### config.mk
export PLATFORM = sky130hd
export DESIGN_NAME = trolley_billing
export DESIGN_NICKNAME = d
export VERILOG_FILES = /design/src/rtl/trolley_billing.sv
export SDC_FILE = /design/constraint.sdc
export NUM_CORES = 1
export LEC_CHECK = 0
export ABC_AREA = 1
export CORE_UTILIZATION = 30
export CTS_CLUSTER_SIZE = 25
export DETAILED_ROUTE_END_ITERATION = 10
export GPL_TIMING_DRIVEN = 0
export PLACE_DENSITY = 0.58
export SLEW_MARGIN = 20
export SYNTH_ARGS = -nofsm -noshare
export SYNTH_HDL_FRONTEND = slang
export SYNTH_SLANG_ARGS = --single-unit
### constraint.sdc
create_clock -name clk -period 11.5 [get_ports clk]
set_input_delay 2.3 -clock clk [delete_from_list [all_inputs] [get_ports clk]]
set_output_delay 2.3 -clock clk [all_outputs]
set_load 0.03 [all_outputs]
### src/rtl/trolley_billing.sv
// Shopping-trolley billing engine: programmable product table, scan add/remove
// with stock tracking, running bill, item count and a timed door-open pulse.
module trolley_billing #(
  parameter int N_PROD   = 5,
  parameter int BC_W     = 16,
  parameter int COST_W   = 10,
  parameter int QTY_W    = 10,
  parameter int CAP      = 8,
  parameter int DOOR_CYC = 4,
  parameter int TOT_W    = 14,
  localparam int IDX_W   = (N_PROD > 1) ? $clog2(N_PROD) : 1
) (
  input  logic              clk,
  input  logic              reset,
  input  logic              prog_we,
  input  logic [IDX_W-1:0]  prog_idx,
  input  logic [BC_W-1:0]   prog_barcode,
  input  logic [COST_W-1:0] prog_cost,
  input  logic [QTY_W-1:0]  prog_qty,
  input  logic              scan_valid,
  input  logic              scan_op,
  input  logic [BC_W-1:0]   barcode,
  input  logic              checkout,
  output logic              scan_ready,
  output logic              resp_valid,
  output logic [1:0]        resp_status,
  output logic [IDX_W-1:0]  resp_idx,
  output logic [TOT_W-1:0]  total_cost,
  output logic [7:0]        item_count,
  output logic              trolley_full,
  output logic              door_open
);

  localparam int DC_W = (DOOR_CYC > 1) ? $clog2(DOOR_CYC) : 1;

  localparam logic [1:0] ST_OK        = 2'd0;
  localparam logic [1:0] ST_NOT_FOUND = 2'd1;
  localparam logic [1:0] ST_NO_ITEM   = 2'd2;
  localparam logic [1:0] ST_FULL      = 2'd3;

  if (TOT_W < COST_W + $clog2(CAP + 1)) begin : g_tot_chk
    $error("TOT_W too narrow for CAP items of COST_W cost");
  end
  if (CAP < 1 || CAP > 255) begin : g_cap_chk
    $error("CAP must be in 1..255");
  end
  if (DOOR_CYC < 1) begin : g_door_chk
    $error("DOOR_CYC must be >= 1");
  end

  typedef enum logic [1:0] {S_IDLE, S_LOOKUP, S_UPDATE, S_DOOR} state_t;

  state_t             state_q, state_d;
  logic [BC_W-1:0]    scan_bc_q, scan_bc_d;
  logic               scan_op_q, scan_op_d;
  logic               hit_q, hit_d;
  logic [IDX_W-1:0]   hit_idx_q, hit_idx_d;
  logic               resp_valid_q, resp_valid_d;
  logic [1:0]         resp_status_q, resp_status_d;
  logic [IDX_W-1:0]   resp_idx_q, resp_idx_d;
  logic [TOT_W-1:0]   total_q, total_d;
  logic [7:0]         count_q, count_d;
  logic               door_q, door_d;
  logic [DC_W-1:0]    door_cnt_q, door_cnt_d;

  logic               valid_q   [N_PROD];
  logic               valid_d   [N_PROD];
  logic [BC_W-1:0]    bc_mem_q  [N_PROD];
  logic [BC_W-1:0]    bc_mem_d  [N_PROD];
  logic [COST_W-1:0]  cost_q    [N_PROD];
  logic [COST_W-1:0]  cost_d    [N_PROD];
  logic [QTY_W-1:0]   qty_q     [N_PROD];
  logic [QTY_W-1:0]   qty_d     [N_PROD];
  logic [7:0]         in_cart_q [N_PROD];
  logic [7:0]         in_cart_d [N_PROD];

  logic [N_PROD-1:0]  match_vec;
  logic               found;
  logic [IDX_W-1:0]   found_idx;
  logic [COST_W-1:0]  sel_cost;
  logic [QTY_W-1:0]   sel_qty;
  logic [7:0]         sel_cart;
  logic [TOT_W-1:0]   cost_ext;
  logic               do_checkout, do_prog, upd_ok;

  assign scan_ready  = (state_q == S_IDLE) && !prog_we && !checkout;
  assign do_checkout = (state_q == S_IDLE) && checkout;
  assign do_prog     = (state_q == S_IDLE) && !checkout && prog_we;

  for (genvar gi = 0; gi < N_PROD; gi++) begin : g_match
    assign match_vec[gi] = valid_q[gi] && (bc_mem_q[gi] == scan_bc_q);
  end

  // Scan downwards so the lowest matching index is the one left standing.
  always_comb begin
    found     = 1'b0;
    found_idx = '0;
    for (int i = N_PROD - 1; i >= 0; i--) begin
      if (match_vec[i]) begin
        found     = 1'b1;
        found_idx = IDX_W'(i);
      end
    end
  end

  always_comb begin
    sel_cost = '0;
    sel_qty  = '0;
    sel_cart = '0;
    for (int i = 0; i < N_PROD; i++) begin
      if (hit_idx_q == IDX_W'(i)) begin
        sel_cost = cost_q[i];
        sel_qty  = qty_q[i];
        sel_cart = in_cart_q[i];
      end
    end
  end

  assign cost_ext = {{(TOT_W - COST_W){1'b0}}, sel_cost};

  always_comb begin
    state_d       = state_q;
    scan_bc_d     = scan_bc_q;
    scan_op_d     = scan_op_q;
    hit_d         = hit_q;
    hit_idx_d     = hit_idx_q;
    resp_valid_d  = 1'b0;
    resp_status_d = resp_status_q;
    resp_idx_d    = resp_idx_q;
    total_d       = total_q;
    count_d       = count_q;
    door_d        = door_q;
    door_cnt_d    = door_cnt_q;
    upd_ok        = 1'b0;
    case (state_q)
      S_IDLE: begin
        if (do_checkout) begin
          total_d = '0;
          count_d = '0;
        end else if (!prog_we && scan_valid) begin
          scan_bc_d = barcode;
          scan_op_d = scan_op;
          state_d   = S_LOOKUP;
        end
      end
      S_LOOKUP: begin
        hit_d     = found;
        hit_idx_d = found_idx;
        state_d   = S_UPDATE;
      end
      S_UPDATE: begin
        resp_valid_d = 1'b1;
        resp_idx_d   = hit_idx_q;
        if (!hit_q) begin
          resp_status_d = ST_NOT_FOUND;
        end else if (!scan_op_q) begin
          if (count_q == 8'(CAP))  resp_status_d = ST_FULL;
          else if (sel_qty == '0)  resp_status_d = ST_NO_ITEM;
          else                     resp_status_d = ST_OK;
        end else begin
          resp_status_d = (sel_cart == '0) ? ST_NO_ITEM : ST_OK;
        end
        if (resp_status_d == ST_OK) begin
          upd_ok     = 1'b1;
          total_d    = scan_op_q ? (total_q - cost_ext) : (total_q + cost_ext);
          count_d    = scan_op_q ? (count_q - 8'd1) : (count_q + 8'd1);
          door_d     = 1'b1;
          door_cnt_d = DC_W'(DOOR_CYC - 1);
          state_d    = S_DOOR;
        end else begin
          state_d    = S_IDLE;
        end
      end
      S_DOOR: begin
        if (door_cnt_q == '0) begin
          door_d  = 1'b0;
          state_d = S_IDLE;
        end else begin
          door_cnt_d = door_cnt_q - DC_W'(1);
        end
      end
      default: state_d = S_IDLE;
    endcase
  end

  // Stock saturates at all-ones on removal so an over-stocked entry never wraps to zero.
  always_comb begin
    for (int i = 0; i < N_PROD; i++) begin
      valid_d[i]   = valid_q[i];
      bc_mem_d[i]  = bc_mem_q[i];
      cost_d[i]    = cost_q[i];
      qty_d[i]     = qty_q[i];
      in_cart_d[i] = in_cart_q[i];
      if (do_prog && prog_idx == IDX_W'(i)) begin
        valid_d[i]  = 1'b1;
        bc_mem_d[i] = prog_barcode;
        cost_d[i]   = prog_cost;
        qty_d[i]    = prog_qty;
      end
      if (do_checkout) in_cart_d[i] = '0;
      if (upd_ok && hit_idx_q == IDX_W'(i)) begin
        if (!scan_op_q) begin
          qty_d[i]     = qty_q[i] - QTY_W'(1);
          in_cart_d[i] = in_cart_q[i] + 8'd1;
        end else begin
          if (qty_q[i] != '1) qty_d[i] = qty_q[i] + QTY_W'(1);
          in_cart_d[i] = in_cart_q[i] - 8'd1;
        end
      end
    end
  end

  always_ff @(posedge clk or negedge reset) begin
    if (!reset) begin
      state_q       <= S_IDLE;
      scan_bc_q     <= '0;
      scan_op_q     <= 1'b0;
      hit_q         <= 1'b0;
      hit_idx_q     <= '0;
      resp_valid_q  <= 1'b0;
      resp_status_q <= '0;
      resp_idx_q    <= '0;
      total_q       <= '0;
      count_q       <= '0;
      door_q        <= 1'b0;
      door_cnt_q    <= '0;
      for (int i = 0; i < N_PROD; i++) begin
        valid_q[i]   <= 1'b0;
        bc_mem_q[i]  <= '0;
        cost_q[i]    <= '0;
        qty_q[i]     <= '0;
        in_cart_q[i] <= '0;
      end
    end else begin
      state_q       <= state_d;
      scan_bc_q     <= scan_bc_d;
      scan_op_q     <= scan_op_d;
      hit_q         <= hit_d;
      hit_idx_q     <= hit_idx_d;
      resp_valid_q  <= resp_valid_d;
      resp_status_q <= resp_status_d;
      resp_idx_q    <= resp_idx_d;
      total_q       <= total_d;
      count_q       <= count_d;
      door_q        <= door_d;
      door_cnt_q    <= door_cnt_d;
      for (int i = 0; i < N_PROD; i++) begin
        valid_q[i]   <= valid_d[i];
        bc_mem_q[i]  <= bc_mem_d[i];
        cost_q[i]    <= cost_d[i];
        qty_q[i]     <= qty_d[i];
        in_cart_q[i] <= in_cart_d[i];
      end
    end
  end

  assign resp_valid   = resp_valid_q;
  assign resp_status  = resp_status_q;
  assign resp_idx     = resp_idx_q;
  assign total_cost   = total_q;
  assign item_count   = count_q;
  assign trolley_full = (count_q == 8'(CAP));
  assign door_open    = door_q;

endmodule

Word level (Yosys, flattened, before mapping)
Index checks and enable logic that the tools add are counted.
{ "totals": {"ff_bits": 279, "input_bits": 61, "output_inout_bits": 31, "word_cells": 216} }
{ "op_classes": {"addsub": 25, "n_eq_ne": 28, "muxes": 83, "bitwise": 1, "reduce_logical": 42} }
{ "ops": {"columns": ["cell", "n"], "rows": [
  ["2-to-1 mux 10 bit", 30],
  ["2-to-1 mux 8 bit", 18],
  ["== test 16 bit", 5],
  ["adder 10 x 1 -> 10 bit, second input constant", 5],
  ["!= test 10 bit, second input constant", 5],
  ["subtractor 10 x 1 -> 10 bit, second input constant", 5],
  ["adder 8 x 1 -> 8 bit, second input constant", 6],
  ["subtractor 8 x 1 -> 8 bit, second input constant", 6],
  ["2-to-1 mux 14 bit", 3],
  ["one-hot mux 14 bit (2 select lines)", 1],
  ["2-to-1 mux 2 bit", 12],
  ["logical AND 1 bit", 21],
  ["one-hot mux 8 bit (2 select lines)", 1],
  ["2-to-1 mux 3 bit", 5],
  ["AND reduction 3 bit", 5],
  ["adder 14 x 10 -> 14 bit", 1],
  ["nonzero test 2 bit", 7],
  ["subtractor 14 x 10 -> 14 bit", 1],
  ["== test 3 x 2 -> 1 bit, second input constant", 4],
  ["logical NOT 10 bit", 1],
  ["2-to-1 mux 1 bit", 10],
  ["!= test 2 bit, second input constant", 5],
  ["== test 8 x 4 -> 1 bit, second input constant", 1],
  ["logical NOT 8 bit", 1],
  ["other kinds (13)", 20]
]} }

Longest topological paths before layout
{ "depth": {"depth_word": 17, "ltp_mapped": 23, "depth_no_buf": 22} }

Least setup slack after synthesis
No wires, ideal clock.
{ "synth_timing": {"path_kind": "input to output", "startpoint": "in checkout", "endpoint": "out scan_ready", "arrival_ns": 2.996, "t_required_ns": 9.200, "path_slack_ns": 6.204, "stages": 1, "path_buffers": 0, "cell_sequence": "nor3_1"} }
{ "synth_between": {"elab_chain_cells": 2} }
{ "synth_lines": {"columns": ["item", "line", "text"], "rows": [
  ["start: declaration", "23", "input logic checkout,"],
  ["logical NOT 1 bit", "86", "assign scan_ready = (state_q == S_IDLE) && !prog_we && !checkout;"],
  ["logical AND 1 bit", "86", null],
  ["end: declaration", "24", "output logic scan_ready,"]
]} }
No other way between the ends.

Worst setup path after layout
Ends and elaborated chain as after synthesis.

==> results.cfg <==
[outcome]
status = finished clean

[synth]
synthFlopType = dfrtp_1
netlist_area_um2 = 18200
synthArstFlopShare_pct = 100
synth-seq-area-share_pct = 38.4
avgSynthCellArea_um2 = 7.21
synth_nets = 2653
synth-edff-count = 0
yosys.cell_types.count = 54
synthCells = 2524
yosys_warnings = 0
ys_ff_latch = 279

[setup_path]
critical_path.n_buffers_inverters = 2
worstSetupPathType = input port to primary output
cp_cell_sequence = clkdlybuf4s50_1 > nor3_1 > clkdlybuf4s50_1
arrival_ps = 3660
worst_r2r_endpoint = total_cost[11]
critPathMaxStageDelay_ps = 700
critPathRequiredTime_ps = 9200
ff2ff_path_depth = 14
rr_startpoint = scan_op_q
path_delay_family = buffers and inverters
r2r_slack_ps = 6790
cp_max_fo = 3
cp_slowest_cell = clkdlybuf4s50_1
crit_path_frequent_cell = clkdlybuf4s50_1
cp-end-kind = primary output
worst_setup_path_start_kind = input port

[route]
drt_first_pass_iters = 6
vias = 17200
wirelength_um = 60200
drtIter0Drc = 1492
viasPerCell = 4.97
drtAntennaViolNets = 0
post-route-drc-count = 0
wire_per_inst_um = 17.4

[finish]
stdcell_area_um2 = 21500
finalNetCount = 2787
areaGrowthSynthToFinish_pct = 17.9
layout_common_cells = 748 x nand2_1, 278 x dfrtp_1, 264 x inv_1
stdcell_count = 3460
layout_commonest_cell = nand2_1
drive_gt1_share_pct = 6.03
diodes = 0

[worst_hold_path]
holdPathStages = 2
hold_end = valid_q[0]
hp-start = valid_q[0]
hp-class = register to register

[floorplan]
rows = 89
die_y_um = 248
dieArea_um2 = 61700
ios = 92
die_width_um = 248
coreArea_um2 = 59500
start_util_pct = 30.6

[timing]
drv_slew = 0
whs_ps = 466
relSlewSlack_pct = 30.4
setup_viol = 0
setup_ws_ps = 5540
rsz0062_at_grt = false
worst_pin_slew_ps = 1040
clock_skew_ps = 42.1
hold_viol = 0
fmax_ghz = 0.168
post-route-period-util_pct = 51.9
min_period_ps = 5960

[clocking]
clockBufferDepth = 3
htree_levels = 2
cts_buffers = 37
clk_latency_ps = 580
root_buffer = clkbuf_16
hold_buffers = 0
path_clk_slew_ps = 60
postCtsSetupBuffers = 0
clock-sinks = 279
cts_tree = built
cts_resized = 0

[placed_design]
gp_congestion = 0.880
pre_cts_ws_ps = 5530
hpwl_um = 43700
dpl_cell_area_um2 = 20200
dp.cells = 3392
port_buffers = 91

[global_route]
gr-total-overflow = 0
track_usage_pct = 19.8
grt_pass1_vias = 16200
grt_pass1_wl_um = 94000
grt_antenna_before_repair = 0
grt_start_max_net_pins = 98

[power]
vdd_drop_max_mv = 0.101
p_leak_uw = 0.0103
p_per_area_nw_per_um2 = 262

[flow_run]
cap_violations = 0
-- final cells by class --
class / instances / area [um^2]
clock inverters: 13 / 203
fillers: 6366 / 38000
repair buffers: 95 / 1020
clock buffers: 55 / 1070
inverters: 281 / 1050
plain buffers: 94 / 493
multi-input cells: 1870 / 9670
well taps: 773 / 967
flip-flops and latches: 279 / 6980
-- metrics by stage --
step	setup TNS [ps]	power, uW	util (%)
3_3_place_gp	-1383710	4360	33.8
5_1_grt	0	6090	36.1
2_1_floorplan	0	3590	-
3_5_place_dp	0	4380	34.0
4_1_cts	0	5630	36.1
6_report	0	5630	36.1
-- power breakdown --
group          internal (uW)  leakage [uW]  switching (uW)
combinational            990       0.00624            1730
clock                    741      0.000613             483
sequential              1360       0.00348             323
-- layer usage --
| layer | global-route usage [%] | vias to the layer above | wire [um] |
|---|---|---|---|
| li1 | - | 8528 | - |
| met1 | 27.4 | 8113 | 27800 |
| met2 | 31.4 | 472 | 27300 |
| met3 | 3.05 | 90 | 3490 |
| met4 | 6.12 | 0 | 1610 |
| met5 | 0 | - | 0 |
-- cells by family after synthesis --
family                     Yosys count  share of synthesized area [%]
adders and majority gates           68                           4.96
DFF                                279                           38.4
AOI/OAI and AO/OA                  423                           13.1
xor gates and xnor gates           121                           5.82
muxes                                2                          0.124
and+or+nand+nor                   1256                           29.2
buffers and inverters              375                           8.50
-- registers in the layout, indices dropped and copies added (netlist names), 5 cells and up --
register / count
bc_mem_q: 80
cost_q: 50
in_cart_q: 40
item_count: 8
qty_q: 50
scan_bc_q: 16
total_cost: 14
valid_q: 5
-- synthesized netlist by cell type, drive strengths merged (3+ instances only) --
cell type,n,area (um^2)
a211oi,7,52.6
a21oi,99,507
a221oi,13,114
a22oi,3,22.5
a31oi,11,68.8
buf,49,324
clkbuf,45,169
dfrtp,279,6980
fa,7,140
ha,61,763
inv,280,1050
nand2,752,2840
nand3,159,858
nand4,46,288
nor2,217,842
nor3,39,195
nor4,26,169
o2111ai,5,43.8
o21a,6,45.0
o21ai,235,1180
o21bai,4,37.5
o221a,4,45.0
o221ai,7,61.3
o22ai,18,113
o31ai,4,30.0
or2,10,62.6
xnor2,39,342
xor2,82,718
-- tightest hold or removal path, delay by kind of cell (launching register included) --
kind	cells	cell delay (ps)
buffers and inverters	1	50
flip-flops	1	320
AND/OR/NAND/NOR	1	60
-- worst max-delay path by stage --
stage              from  depth (start not counted)      endpoint
3_5_place_dp   checkout                          3    scan_ready
4_1_cts        checkout                          3    scan_ready
2_1_floorplan  checkout                          1    scan_ready
5_1_grt        checkout                          3    scan_ready
6_report       checkout                          3    scan_ready
3_3_place_gp      reset                          1  bc_mem_q[36]
No activity file was read; power rests on OpenSTA's default activity.
